`config.mk`:
```
export PLATFORM = sky130hd
export DESIGN_NAME = dmem_store_buffer
export DESIGN_NICKNAME = d
export VERILOG_FILES = /design/src/rtl/dmem_pkg.sv /design/src/rtl/store_buffer_fifo.sv /design/src/rtl/dmem_store_buffer.sv
export SDC_FILE = /design/constraint.sdc
export NUM_CORES = 1
export LEC_CHECK = 0
export ABC_AREA = 0
export BUFFER_PORTS_ARGS = -buffer_cell sky130_fd_sc_hd__buf_2
export CAP_MARGIN = 0
export CELL_PAD_IN_SITES_DETAIL_PLACEMENT = 0
export CELL_PAD_IN_SITES_GLOBAL_PLACEMENT = 1
export CORE_MARGIN = 2
export CORE_UTILIZATION = 30
export CTS_CLUSTER_DIAMETER = 50
export CTS_CLUSTER_SIZE = 16
export DETAILED_ROUTE_END_ITERATION = 7
export PLACE_DENSITY_LB_ADDON = 0.1
export SLEW_MARGIN = 25
export SYNTH_ARGS = -nofsm -noshare
export SYNTH_HDL_FRONTEND = slang
export SYNTH_SLANG_ARGS = --single-unit
```
`constraint.sdc`:
```
create_clock -name clk -period 6.3 [get_ports clk]
set_input_delay 1.575 -clock clk [delete_from_list [all_inputs] [get_ports clk]]
set_output_delay 1.575 -clock clk [all_outputs]
set_load 0.01 [all_outputs]
```
`src/rtl/dmem_pkg.sv`:
```
// Shared defaults, buffer entry layout and address helpers for the data-memory
// store buffer.
package dmem_pkg;

   localparam int DMEM_DEPTH = 4;
   localparam int DMEM_AW    = 32;
   localparam int DMEM_DW    = 32;

   // One buffered store: word index (byte address without its low two bits) and data.
   typedef struct packed {
      logic [DMEM_AW-3:0] widx;
      logic [DMEM_DW-1:0] data;
   } entry_t;

   function automatic logic [DMEM_AW-3:0] word_idx(input logic [DMEM_AW-1:0] addr);
      return addr[DMEM_AW-1:2];
   endfunction

endpackage

```
`src/rtl/store_buffer_fifo.sv`:
```
// Circular store FIFO: entry storage, head/tail pointers and an occupancy count
// that distinguishes full from empty.
module store_buffer_fifo
   import dmem_pkg::*;
#(
   parameter int DEPTH = DMEM_DEPTH,
   parameter int IW    = DMEM_AW - 2,
   parameter int DW    = DMEM_DW,
   localparam int PW   = $clog2(DEPTH)
) (
   input  logic          clk,
   input  logic          reset,
   input  logic          push,
   input  logic          pop,
   input  logic [IW-1:0] push_widx,
   input  logic [DW-1:0] push_data,
   output logic [IW-1:0] ent_widx [DEPTH],
   output logic [DW-1:0] ent_data [DEPTH],
   output logic [PW-1:0] head_ptr,
   output logic [PW-1:0] tail_ptr,
   output logic [PW:0]   count,
   output logic          full,
   output logic          empty
);

   logic do_push;
   logic do_pop;

   assign full    = (count == (PW+1)'(DEPTH));
   assign empty   = (count == '0);
   assign do_push = push & ~full;
   assign do_pop  = pop & ~empty;

   // Entry payload is deliberately left out of reset; validity comes from count.
   always_ff @(posedge clk) begin
      if (do_push) begin
         ent_widx[tail_ptr] <= push_widx;
         ent_data[tail_ptr] <= push_data;
      end
   end

   always_ff @(posedge clk or negedge reset) begin
      if (!reset) begin
         head_ptr <= '0;
         tail_ptr <= '0;
         count    <= '0;
      end else begin
         if (do_push) tail_ptr <= tail_ptr + PW'(1);
         if (do_pop)  head_ptr <= head_ptr + PW'(1);
         case ({do_push, do_pop})
            2'b10:   count <= count + (PW+1)'(1);
            2'b01:   count <= count - (PW+1)'(1);
            default: count <= count;
         endcase
      end
   end

endmodule

```
`src/rtl/dmem_store_buffer.sv`:
```
// Posted-write buffer between the core data port and data memory, with
// store-to-load forwarding from every buffered entry.
module dmem_store_buffer
   import dmem_pkg::*;
#(
   parameter int DEPTH = DMEM_DEPTH,
   parameter int AW    = DMEM_AW,
   parameter int DW    = DMEM_DW
) (
   input  logic          clk,
   input  logic          reset,
   input  logic          cpu_we,
   input  logic [AW-1:0] cpu_addr,
   input  logic [DW-1:0] cpu_wdata,
   output logic [DW-1:0] cpu_rdata,
   output logic          stall,
   output logic [AW-1:0] mem_raddr,
   input  logic [DW-1:0] mem_rdata,
   output logic          mem_req,
   output logic [AW-1:0] mem_waddr,
   output logic [DW-1:0] mem_wdata,
   input  logic          mem_ack,
   output logic          empty
);

   localparam int PW = $clog2(DEPTH);
   localparam int IW = AW - 2;

   logic          push;
   logic          pop;
   logic          full;
   logic [IW-1:0] cpu_widx;
   logic [IW-1:0] ent_widx [DEPTH];
   logic [DW-1:0] ent_data [DEPTH];
   logic [PW-1:0] head_ptr;
   logic [PW-1:0] tail_ptr;
   logic [PW:0]   count;
   logic [PW-1:0] slot;
   logic          fwd_hit;

   // Write port handshake: mem_req is valid, mem_ack is ready. The head entry is
   // presented unchanged while mem_req=1 and retires on the edge where both are 1;
   // mem_ack while mem_req=0 has no effect.
   assign mem_req   = ~empty;
   assign pop       = mem_req & mem_ack;
   assign mem_waddr = {ent_widx[head_ptr], 2'b00};
   assign mem_wdata = ent_data[head_ptr];

   // Stall looks only at the registered full flag, so a same-cycle drain never
   // releases the core and mem_ack never reaches the stall path.
   assign stall = cpu_we & full;
   assign push  = cpu_we & ~full;

   assign mem_raddr = cpu_addr;
   assign cpu_widx  = cpu_addr[AW-1:2];

   store_buffer_fifo #(
      .DEPTH (DEPTH),
      .IW    (IW),
      .DW    (DW)
   ) u_fifo (
      .clk       (clk),
      .reset     (reset),
      .push      (push),
      .pop       (pop),
      .push_widx (cpu_widx),
      .push_data (cpu_wdata),
      .ent_widx  (ent_widx),
      .ent_data  (ent_data),
      .head_ptr  (head_ptr),
      .tail_ptr  (tail_ptr),
      .count     (count),
      .full      (full),
      .empty     (empty)
   );

   // Walk back from the tail (k=1 is the youngest entry); the first hit wins.
   always_comb begin
      fwd_hit   = 1'b0;
      slot      = '0;
      cpu_rdata = mem_rdata;
      for (int k = 1; k <= DEPTH; k++) begin
         slot = tail_ptr - PW'(k);
         if (!fwd_hit && ((PW+1)'(k) <= count) && (ent_widx[slot] == cpu_widx)) begin
            fwd_hit   = 1'b1;
            cpu_rdata = ent_data[slot];
         end
      end
   end

endmodule

```
==> impl_results.md <==
* Area inside the core boundary at 63300 µm²
* Total clock buffers created by CTS at 39
* Worst-Margin Slew at 0.990 ns
* Deepest clock path buffer count at 3
* Global routing met1 resource utilization at 28.4%
* Horizontal die dimension at 257 µm
* Fraction of met2 tracks used by global routing at 33.7%
* Pins Over Slew Limit at 0
* Number of fillers in the final layout at 6113
* I/O Buffers at 224
* Final hold slack at 0.603 ns
* Number of buffers inserted by hold repair at cts at 0
* Total half-perimeter wirelength after legalization and detailed placement at 46200 µm
* Worst supply voltage drop on vdd at 330 µV
* Predominant post-synthesis flop cell: sky130_fd_sc_hd__edfxtp_1
* Signed area change from the synthesized netlist to the final layout at 19.3%
* Count of flip-flops with a built-in enable after synthesis at 248
* Warning count from the yosys run at 0
* TritonRoute pass-1 iters at 5
* Clock network power share at 19.0%
* Crit path time final at 6.14 ns
* I/O Pins at 231
* Distinct cell type count after synthesis at 72
* Launching element type of the critical path: input pin
* Remaining antenna violation count at 0
* CP required at 4.72 ns
* Unrepaired setup endpoints after global routing: false
* Number of global-route vias before repair at 13876
* Multi-input gate area in the final layout at 10700 µm²
* Number of failing hold endpoints at the final stage at 0
* Layout Cells excl Fill at 2352
* Power density over the cells at 506 nW/µm²
* Largest net degree at the start of global routing at 65
* Cell area after technology mapping at 19300 µm²
* Async set-reset flop share out of synthesis at 2.75%
* Critical Path Fanout Max at 31
* Post-layout nets at 1584
* H-tree depth reported by CTS at 2
* Global route hottest layer: met2
* Relative max-transition margin at 34.0%
* Endpoint type of the worst setup path: output port
* Commonest cells after routing, fill and taps aside: sky130_fd_sc_hd__edfxtp_1 (248), sky130_fd_sc_hd__mux4_2 (241), sky130_fd_sc_hd__buf_2 (224)
* Combinational Power Share at 57.6%
* Critical Path AT at 4.57 ns
* Placed Cells incl. Taps at 2270
* Total of max-cap violations at 0
* Iteration-0 DRC count of the detailed router at 1056
* Starting density of the core at 30.4%
* Sequential-to-total area share from yosys stat at 39.6%
* Run status: finished, final reports clean
* Max Freq at 0.163 GHz
* Via count normalized by instance count at 5.77
* Setup violations, final at 0
* Clock tree from TritonCTS: built
* Average instance area after synthesis at 14.9 µm²
* Register bit total from synthesis at 255
* Leak pwr at 7.80 nW
* Sw frac at 40.4%
* Total routed wirelength at 68500 µm
* First-pass GRT wire length at 99600 µm
* Setup clock skew after layout at 0.0263 ns
* Clock latency on the worst-skew pair at 0.57 ns
* Most common library cell in the layout ignoring fill and taps: sky130_fd_sc_hd__edfxtp_1
* Type of the tightest min-delay check: flop to flop
* Cell-internal power at 6.92 mW
* Per-cell routed wire length at 29.1 µm
* Fraction of layout cells with a size suffix above 1 at 45.2%
* Overall overflow remaining after global route at 0
* Fin util at 36.3%
* Number of clock sinks at 255
* P_sw at 4.70 mW
* Met3 Usage GRT at 3.28%
* Type of the worst setup path: input pin to output port
* Syn Inst Count at 1289
* Die H at 257 µm
* Setup slack of the most critical reg-to-reg path at 2.88 ns
* Placer congestion estimate at 0.860
* Number of standard-cell rows in the floorplan at 92
* Via count of the routed design at 13570
* Sequential cell fraction of total power at 23.4%
* Setup TNS at 0 ns
* Number of antenna violations at the first check in global routing at 3
* Final clock period utilization by the worst path at 97.5%
* Clock slew at reported path FFs at 0.05 ns
* Total die area at 66200 µm²
* Area used by sequential logic in the layout at 7640 µm²
* DRC violation count after routing at 0
* Clk Tree Root Cell: sky130_fd_sc_hd__clkbuf_16
* Global routing usage summed across all routing layers at 20.5%
==> worst max-delay path: stages <==
cell and delay [ns]:
sky130_fd_sc_hd__buf_2 0.25, sky130_fd_sc_hd__buf_4 0.21, sky130_fd_sc_hd__inv_1 0.06, sky130_fd_sc_hd__a32o_1 0.24
sky130_fd_sc_hd__or4_1 0.55, sky130_fd_sc_hd__a2111oi_4 0.23, sky130_fd_sc_hd__and4_1 0.28, sky130_fd_sc_hd__buf_12 0.22
sky130_fd_sc_hd__a211oi_1 0.09, sky130_fd_sc_hd__o41ai_2 0.43, sky130_fd_sc_hd__mux2_2 0.23, sky130_fd_sc_hd__buf_2 0.13
==> kinds of logic (layout without fill, tap and decap cells) <==
kind of cell	after synthesis	in the layout	share of synthesized area, %
AOI/OAI and AO/OA	179	179	7.13
other	1	5	0.0195
DFF	255	255	39.6
adders and majority gates	10	10	0.650
xor gates and xnor gates	111	111	5.05
muxes	388	388	37.7
and+or+nand+nor	159	159	4.44
buffers and inverters	186	399	5.48
==> final timing paths <==
kind | startpoint | to | cells past startpoint
worst max-delay path | cpu_addr[7] | cpu_rdata[31] | 12
worst min-delay path | u_fifo.count[1] | u_fifo.count[1] | 2
worst max register to register | u_fifo.tail_ptr[1] | u_fifo.ent_widx[2] | 5
worst min register to register | u_fifo.count[1] | u_fifo.count[1] | 2
max in group asynchronous | reset | u_fifo.head_ptr[0] | 1
min in group asynchronous | reset | u_fifo.tail_ptr[1] | 1
==> per-layer routing <==
layer	vias up	routed length (µm)	share of wire, %
li1	5808	-	-
met1	7245	30700	45
met2	445	33100	48
met3	72	3520	5.1
met4	0	1230	1.8
met5	-	0	0
==> through the flow <==
step | setup WS [ns] | power (mW) | cell area [µm²]
2_1_floorplan | 0.672 | 7.31 | 19300
3_3_place_gp | -0.108 | 9.30 | 21400
3_5_place_dp | -0.171 | 9.29 | 21400
4_1_cts | 0.0221 | 11.7 | 22900
5_1_grt | 0.0162 | 12.2 | 23000
6_report | 0.159 | 11.6 | 23000
==> power by group through the flow <==
stage                     sequential, mW  combinational, mW  clock, mW
after floorplan                     2.49               4.82          0
after global placement              2.74               6.56          0
after detailed placement            2.75               6.54          0
after CTS                           2.72               6.74       2.27
after global routing                2.78               7.11       2.33
final                               2.72               6.69       2.21
==> cell type report <==
cell class	count	area share (%)
Clock inverter	23	1.14
Antenna cell	3	0.0327
Clock buffer	47	4.57
Tap cell	846	4.61
Multi-Input combinational cell	849	46.7
Timing Repair Buffer	311	9.38
Inverter	18	0.294
Sequential cell	255	33.3
==> timing repair <==
action | CTS | global route
endpoints found under the setup margin | 32 | 32
cloned | 1 | 1
resized for setup | 12 | 6
setup buffers | 7 | 0
pin swaps | 4 | 1
endpoints found under the hold margin | 0 | 0
==> cells in the mapped netlist, drive strengths merged (2+ instances only) <==
cell       n  area [µm²]
o2111a     3        33.8
inv       18        67.6
nor3      37         190
clkbuf    55         206
a221oi     3        26.3
nor2      14        52.6
mux2      39         548
a2bb2oi    2        17.5
edfxtp   248        7450
a211oi    63         473
or4        3        26.3
nand4     13        81.3
buf      112         772
xnor2     88         771
o21ai     16        80.1
a21oi     12        60.1
a31oi      2        12.5
o22ai      8        50.1
and2       7        43.8
ha        10         125
xor2      23         201
or3        3        18.8
nor4      10        83.8
a22oi      5        37.5
o211ai     2        15.0
nand3     40         200
o2111ai    6        52.6
nand2     21        78.8
mux2i     96         961
a32oi      3        26.3
mux4     253        5740
o41ai     31         272
a222oi     2        20.0
dfrtp      7         175
o2bb2ai    3        26.3
a211o      2        17.5
nand2b     5        31.3
a2111oi    7        70.1
==> state kept, by name (all words and copies together), names as in the netlist <==
signal	flops
u_fifo.count	3
u_fifo.ent_data	128
u_fifo.ent_widx	120
u_fifo.head_ptr	2
u_fifo.tail_ptr	2
No activity file was read; power rests on OpenSTA's default activity.
